===== src/rtl/if_fetch.sv =====
// Instruction-fetch stage: PC generation, single-outstanding imem request/grant/response
// handshake, and a 2-entry fetch queue whose head feeds the IF/ID register.
module if_fetch #(
  parameter logic [31:0] RESET_PC = 32'h0000_0000,
  parameter logic [31:0] NOP_INST = 32'h0000_0013
) (
  input  logic        clk,
  input  logic        rst,
  input  logic [5:0]  stall,
  input  logic        br,
  input  logic [31:0] br_addr,
  output logic        imem_req,
  output logic [31:0] imem_addr,
  input  logic        imem_gnt,
  input  logic        imem_rvalid,
  input  logic [31:0] imem_rdata,
  output logic [31:0] if_pc,
  output logic [31:0] if_inst,
  output logic        stallreq_if
);

  localparam int unsigned AW = 32;
  localparam int unsigned DW = 32;
  localparam int unsigned QD = 2;
  localparam int unsigned CW = 2;

  logic [AW-1:0] pc_q, pc_d;
  logic [AW-1:0] req_pc_q, req_pc_d;
  logic [AW-1:0] qpc_q [QD];
  logic [AW-1:0] qpc_d [QD];
  logic [DW-1:0] qinst_q [QD];
  logic [DW-1:0] qinst_d [QD];
  logic [CW-1:0] cnt_q, cnt_d, cnt_mid;
  logic          outst_q, outst_d;
  logic          drop_q, drop_d;

  logic br_take, consume, resp_done, push, space, grant, empty;
  logic unused_stall;

  assign unused_stall = ^{stall[5:3], stall[0]};

  // Handshake and queue-control terms
  assign empty     = (cnt_q == '0);
  assign br_take   = br & ~stall[2];
  assign consume   = ~empty & ~stall[1] & ~br_take;
  assign resp_done = outst_q & imem_rvalid;
  assign push      = resp_done & ~drop_q & ~br_take;
  assign space     = (cnt_q - CW'(consume) + CW'(resp_done & ~drop_q)) <= CW'(1);
  assign imem_req  = ~rst & ~br_take & (~outst_q | resp_done) & space;
  assign grant     = imem_req & imem_gnt;
  assign imem_addr = pc_q;

  // Head of queue drives the pipeline; reset masks any stale contents
  assign stallreq_if = rst | empty;
  assign if_pc       = stallreq_if ? '0 : qpc_q[0];
  assign if_inst     = stallreq_if ? NOP_INST : qinst_q[0];

  always_comb begin
    pc_d     = pc_q;
    req_pc_d = req_pc_q;
    outst_d  = outst_q;
    drop_d   = drop_q;
    qpc_d    = qpc_q;
    qinst_d  = qinst_q;
    cnt_mid  = cnt_q - CW'(consume);

    if (consume) begin
      qpc_d[0]   = qpc_q[1];
      qinst_d[0] = qinst_q[1];
    end
    // Push lands behind whatever survives the pop, so order is preserved
    if (push) begin
      qpc_d[cnt_mid[0]]   = req_pc_q;
      qinst_d[cnt_mid[0]] = imem_rdata;
    end
    cnt_d = cnt_mid + CW'(push);

    if (resp_done) begin
      outst_d = 1'b0;
    end

    if (br_take) begin
      cnt_d = '0;
      pc_d  = br_addr;
      if (outst_q & ~imem_rvalid) begin
        drop_d = 1'b1;
      end
    end else if (grant) begin
      pc_d     = pc_q + AW'(4);
      outst_d  = 1'b1;
      req_pc_d = pc_q;
      drop_d   = 1'b0;
    end
  end

  always_ff @(posedge clk) begin
    if (rst) begin
      pc_q     <= RESET_PC;
      req_pc_q <= '0;
      cnt_q    <= '0;
      outst_q  <= 1'b0;
      drop_q   <= 1'b0;
      for (int unsigned i = 0; i < QD; i++) begin
        qpc_q[i]   <= '0;
        qinst_q[i] <= '0;
      end
    end else begin
      pc_q     <= pc_d;
      req_pc_q <= req_pc_d;
      cnt_q    <= cnt_d;
      outst_q  <= outst_d;
      drop_q   <= drop_d;
      for (int unsigned i = 0; i < QD; i++) begin
        qpc_q[i]   <= qpc_d[i];
        qinst_q[i] <= qinst_d[i];
      end
    end
  end

endmodule


===== config.mk =====
export PLATFORM = sky130hd
export DESIGN_NAME = if_fetch
export DESIGN_NICKNAME = d
export VERILOG_FILES = /design/src/rtl/if_fetch.sv
export SDC_FILE = /design/constraint.sdc
export NUM_CORES = 1
export LEC_CHECK = 0
export ABC_CLOCK_PERIOD_IN_PS = 3300
export BUFFER_PORTS_ARGS = -buffer_cell sky130_fd_sc_hd__buf_2
export CAP_MARGIN = 20
export CORE_MARGIN = 2
export CORE_UTILIZATION = 45
export CTS_BUF_LIST = sky130_fd_sc_hd__clkbuf_16
export DETAILED_ROUTE_END_ITERATION = 8
export PLACE_DENSITY_LB_ADDON = 0.05
export SYNTH_ARGS = -nofsm -noshare
export SYNTH_HDL_FRONTEND = slang
export SYNTH_SLANG_ARGS = --single-unit

===== constraint.sdc =====
create_clock -name clk -period 3.3 [get_ports clk]
set_input_delay 0.33 -clock clk [delete_from_list [all_inputs] [get_ports clk]]
set_output_delay 0.33 -clock clk [all_outputs]
set_load 0.005 [all_outputs]

# After elaboration in Yosys (flattened, before gate mapping)
# Cells that the tools add are included.
[totals] regBits=196 input_bits=75 output_inout_bits=98 word_cells=65
[op_classes] n_addsub=4 n_lt_le_gt_ge=3 eq_ne=1 muxes=18 bitwise=24 reduce_logical=6
[ops] op="32-bit two-way mux" count=7
[ops] op="64-bit bitwise mux" count=2
[ops] op="64-bit two-way mux" count=2
[ops] op="32-bit by 3-bit adder with 32-bit output (second input constant)" count=1
[ops] op="32-bit demux with 1-bit select" count=1
[ops] op="1-bit AND" count=11
[ops] op="1-bit inverter" count=8
[ops] op="1-bit two-way mux" count=6
[ops] op="1-bit inverter with 2-bit output" count=2
[ops] op="2-bit AND reduction" count=2
[ops] op="2-bit by 1-bit adder with 2-bit output" count=1
[ops] op="2-bit adder" count=1
[ops] op="1-bit by 2-bit AND with 2-bit output" count=1
[ops] op="2-bit greater-or-equal comparator (second input constant)" count=1
[ops] op="2-bit by 1-bit <= comparator with 1-bit output (second input constant)" count=1
[ops] op="2-bit logical NOT" count=1
[ops] op="2-bit by 1-bit < comparator with 1-bit output (second input constant)" count=1
[ops] op="2-bit by 1-bit inequality test with 1-bit output (second input constant)" count=1
[ops] op="1-bit OR" count=2
[ops] op="2-bit nonzero test" count=1
[ops] op="2-bit OR reduction" count=1
[ops] op="2-bit by 1-bit subtractor with 2-bit output" count=1
[ops] op="1-bit logical AND" count=1

# Logic depth before layout (Yosys ltp)
[logic_depth] depth_word=12 ltp_mapped=11 mapped_depth_nobuf=8

# Worst setup path after synthesis
# No wires, ideal clock.
[synth_timing] kind="input port to flip-flop" startpoint="input port br" endpoint="register with a tool-made name" setup_ns=0.128 arrival_ns=2.792 t_required_ns=3.172 setup_slack_ns=0.380 stages=10 path_buffers=3 path_cell_list="nor2b_1 nor3_1 buf_1 ha_1 inv_1 ha_1 clkbuf_1 buf_1 mux2i_1 nor2_1"
[synth_rtl] item="from (decl)" line="10" text="input logic br,"

# Worst setup path after layout
[layout_timing] startpoint="register cnt_q[0]" endpoint="register pc_q[28] (netlist: imem_addr[28])"
[layout_between] elab_chain_cells=10
[layout_lines] item="from (decl)" line="33" text="logic [CW-1:0] cnt_q, cnt_d, cnt_mid;"
[layout_lines] item="from (signal assigned)" line="110" text="cnt_q <= cnt_d;"
[layout_lines] item="2-bit logical NOT" line="43" text="assign empty = (cnt_q == '0);"
[layout_lines] item="1-bit inverter" line="45" text="assign consume = ~empty & ~stall[1] & ~br_take;"
[layout_lines] item="1-bit AND (2 in series)" line="45"
[layout_lines] item="2-bit by 1-bit subtractor with 2-bit output (*)" line="48" text="assign space = (cnt_q - CW'(consume) + CW'(resp_done & ~drop_q)) <= CW'(1);"
[layout_lines] item="2-bit adder (*)" line="48"
[layout_lines] item="2-bit by 1-bit <= comparator with 1-bit output (*)" line="48"
[layout_lines] item="1-bit AND (*)" line="49" text="assign imem_req = ~rst & ~br_take & (~outst_q | resp_done) & space;"
[layout_lines] item="1-bit AND (*)" line="50" text="assign grant = imem_req & imem_gnt;"
[layout_lines] item="2-bit nonzero test (no line) (*)"
[layout_lines] item="to (signal assigned)" line="108" text="pc_q <= pc_d;"
[layout_lines] item="to (decl)" line="27" text="logic [AW-1:0] pc_q, pc_d;"
# Mark *: on every way between the ends. The rest lies on a longest branch, timed or not.
# A chain may end at the register's enable or synchronous reset.

==> results by group <==
Route
  • WL final: 20.80 mm
  • First-pass DRT Iterations: 5
  • Number of vias per cell: 5.303
  • Vias post-DR: 7132
  • Detailed Route Iter0 Violations: 413
  • Antenna Violating Nets Remaining: 0
  • DRC: 0
  • Avg WL per Cell: 15.46 um

Outcome
  • Status: completed

Timing
  • Final Hold Fails: 0
  • Final min period: 2680 ps
  • Max Slew Vio Count: 0
  • Tcrit/Tclk final: 0.8123
  • Clock skew: 11.00 ps
  • Slew HR: 0.3780
  • Fmax: 0.3731 GHz
  • RSZ-0062 raised after global routing: no
  • Final worst setup slack: 619.6 ps
  • Worst-Margin Slew: 933.0 ps
  • Fin Setup TNS: 0 ps
  • Final setup vio count: 0

CTS
  • CTS max path bufs: 2
  • Cts bufs inserted: 17
  • # clock sinks: 196
  • Postcts setup bufs: 0
  • Skew-Pair Late Insertion Delay: 430 ps
  • H-tree lvl count: 4
  • Cts repair resizes: 0
  • CTS hold repair buffers: 0
  • CTS tree: done
  • Clock slew at reported path FFs: 70 ps
  • Clk root buf: clkbuf_16

Synthesis
  • Post-synth EDFFs: 0
  • Mapped Area: 8642 sq um
  • Top_reg_cell synth: dfxtp_1
  • Post-Syn Area per Cell: 8.855 sq um
  • YS warnings: 0
  • Cell count after synthesis: 976
  • #FFs+latches synth: 196
  • FFs w/ async S/R, synth: 0
  • Seq/Total Area, Yosys: 0.4540
  • Leading area contributor after synthesis: dfxtp_1
  • Post-synth top area share: 0.4540
  • Synthesized Nets: 1054
  • Top cells by area, synth: dfxtp_1, mux2i_1, nor2_1
  • Count of cell types in the netlist: 54

Placement
  • Placer Congestion: 0.7635
  • Pre-CTS setup slack: 520.3 ps
  • IO Port Bufs: 168
  • Hpwl dp: 13.08 mm

Final layout
  • Antenna cells: 0
  • Most common cell after layout, fill and taps aside: dfxtp_1
  • Register area: 3924 sq um
  • Commonest non-fill, non-tap cells in the layout: dfxtp_1, buf_2, nor2_1
  • Area of the multi-input gates: 4404 sq um
  • Fillers: 1758
  • Syn-to-layout area delta: 18.18%
  • Layout cell share with drive strength beyond 1: 0.2025
  • Final Util: 0.5442
  • Layout Nets: 1178

GRT
  • Grt ovf: 0
  • Met2 usage in global routing: 0.3049
  • GRT busiest layer: met1
  • Vias in the first global route: 6573
  • Initial antenna violation count: 1
  • Gr usage total: 0.2046
  • First-pass GRT wire length: 33.79 mm
  • M3 GR Usage: 0.04071
  • Largest net degree at the start of global routing: 129
  • M1 GR Usage: 0.3057

Setup path
  • CP required: 3650 ps
  • Critical path capture point type: register
  • CP max-delay cell: or4_1
  • Max incr delay on CP: 520 ps
  • Setup Crit Path Kind: reg2reg
  • Worst path cell trace: nor2_1 -> buf_4 -> nor3_2 -> ha_1 -> and4bb_1 -> xnor2_2 -> nand3_1 -> buf_4 -> or4_1 -> a31oi_1
  • CP Buf/Inv Count: 2
  • Delay-heaviest family, CP: simple AND/OR/NAND/NOR gates
  • Reg2reg setup slack: 620 ps
  • CP max FO: 14
  • Top cell by count, worst path: buf_4
  • Crit path DAT: 3030 ps
  • Nature of the critical path startpoint: register

Floorplan
  • Die Width: 142.6 um
  • Core ar.: 18770 sq um
  • Die Y: 142.6 um
  • Row cnt: 50
  • Die area: 20330 sq um
  • Ports: 173
  • Starting density of the core: 0.4605

Flow run
  • Maxcap violations: 0

Power
  • Total power: 4.778 mW
  • Peak supply drop: 0.3839 mV
  • Static Leak: 3.815 nW
  • Pwr Density: 467.8 nW/um^2

Min path
  • Worst Hold Class: in2reg
[metrics by stage]
step | hold slack (ps) | cell area [sq um] | cells
3_3_place_gp | 460.2 | 9668 | 1315
6_report | 140.9 | 10210 | 1345
2_1_floorplan | 449.4 | 8642 | 976
5_1_grt | 139.1 | 10210 | 1345
4_1_cts | 118.2 | 10210 | 1345
3_5_place_dp | 464.8 | 9668 | 1315
[cell families after synthesis]
group / synth area share
AOI/OAI and AO/OA: 0.1336
and+or+nand+nor: 0.2147
adders and majority gates: 0.004344
DFF: 0.4540
xor gates and xnor gates: 0.003910
buffers and inverters: 0.04112
muxes: 0.1483
[tightest hold or removal path, stage by stage]
cell and delay [ps]:
buf_2 90, nand2_1 50, a21oi_1 50
[power breakdown]
group	internal (mW)	switching [mW]	total (mW)	leakage (nW)
Sequential	2.42	0.0570	2.48	1.59
Clock	1.09	0.870	1.96	0.262
Combinational	0.138	0.198	0.336	1.97
[per-layer routing]
metal,vias up,part of all wire
li1,3655,-
met3,10,0.044
met4,2,0.0051
met1,3293,0.52
met2,172,0.43
met5,-,0.00063
[synth_stat cells, types with 2 or more instances]
| cell | number |
|---|---|
| a211oi_1 | 64 |
| a21oi_1 | 42 |
| a22oi_1 | 5 |
| a2bb2oi_1 | 3 |
| a31oi_1 | 17 |
| a32oi_1 | 3 |
| and2_1 | 63 |
| buf_1 | 14 |
| buf_2 | 14 |
| clkbuf_1 | 49 |
| dfxtp_1 | 196 |
| ha_1 | 3 |
| inv_1 | 10 |
| mux2i_1 | 128 |
| nand2_1 | 106 |
| nand2b_1 | 8 |
| nand3_1 | 12 |
| nand3_2 | 2 |
| nand4_1 | 6 |
| nor2_1 | 144 |
| nor2b_1 | 2 |
| nor3_1 | 8 |
| nor4_1 | 5 |
| o211ai_1 | 8 |
| o22ai_1 | 7 |
| o311ai_1 | 7 |
| or2_2 | 2 |
| or2b_1 | 2 |
| or3_1 | 13 |
| or4_1 | 9 |
[worst paths after layout]
check / depth (start not counted) / from / end
max: 10 / cnt_q[0]$_SDFF_PP0_ / imem_addr[28]$_SDFFE_PP0P_
min: 3 / br_addr[1] / imem_addr[1]$_SDFFE_PP0P_
max reg2reg: 10 / cnt_q[0]$_SDFF_PP0_ / imem_addr[28]$_SDFFE_PP0P_
min reg2reg: 2 / req_pc_q[20]$_SDFFE_PP0P_ / req_pc_q[20]$_SDFFE_PP0P_
[layout make-up]
| class | instances | area share |
|---|---|---|
| Clock inverter | 13 | 0.01176 |
| Sequential cell | 196 | 0.3842 |
| Timing Repair Buffer | 183 | 0.09886 |
| Inverter | 10 | 0.003675 |
| Clock buffer | 17 | 0.04165 |
| Multi-Input combinational cell | 692 | 0.4312 |
| Tap cell | 234 | 0.02867 |
(Power assumes the default switching activity.)
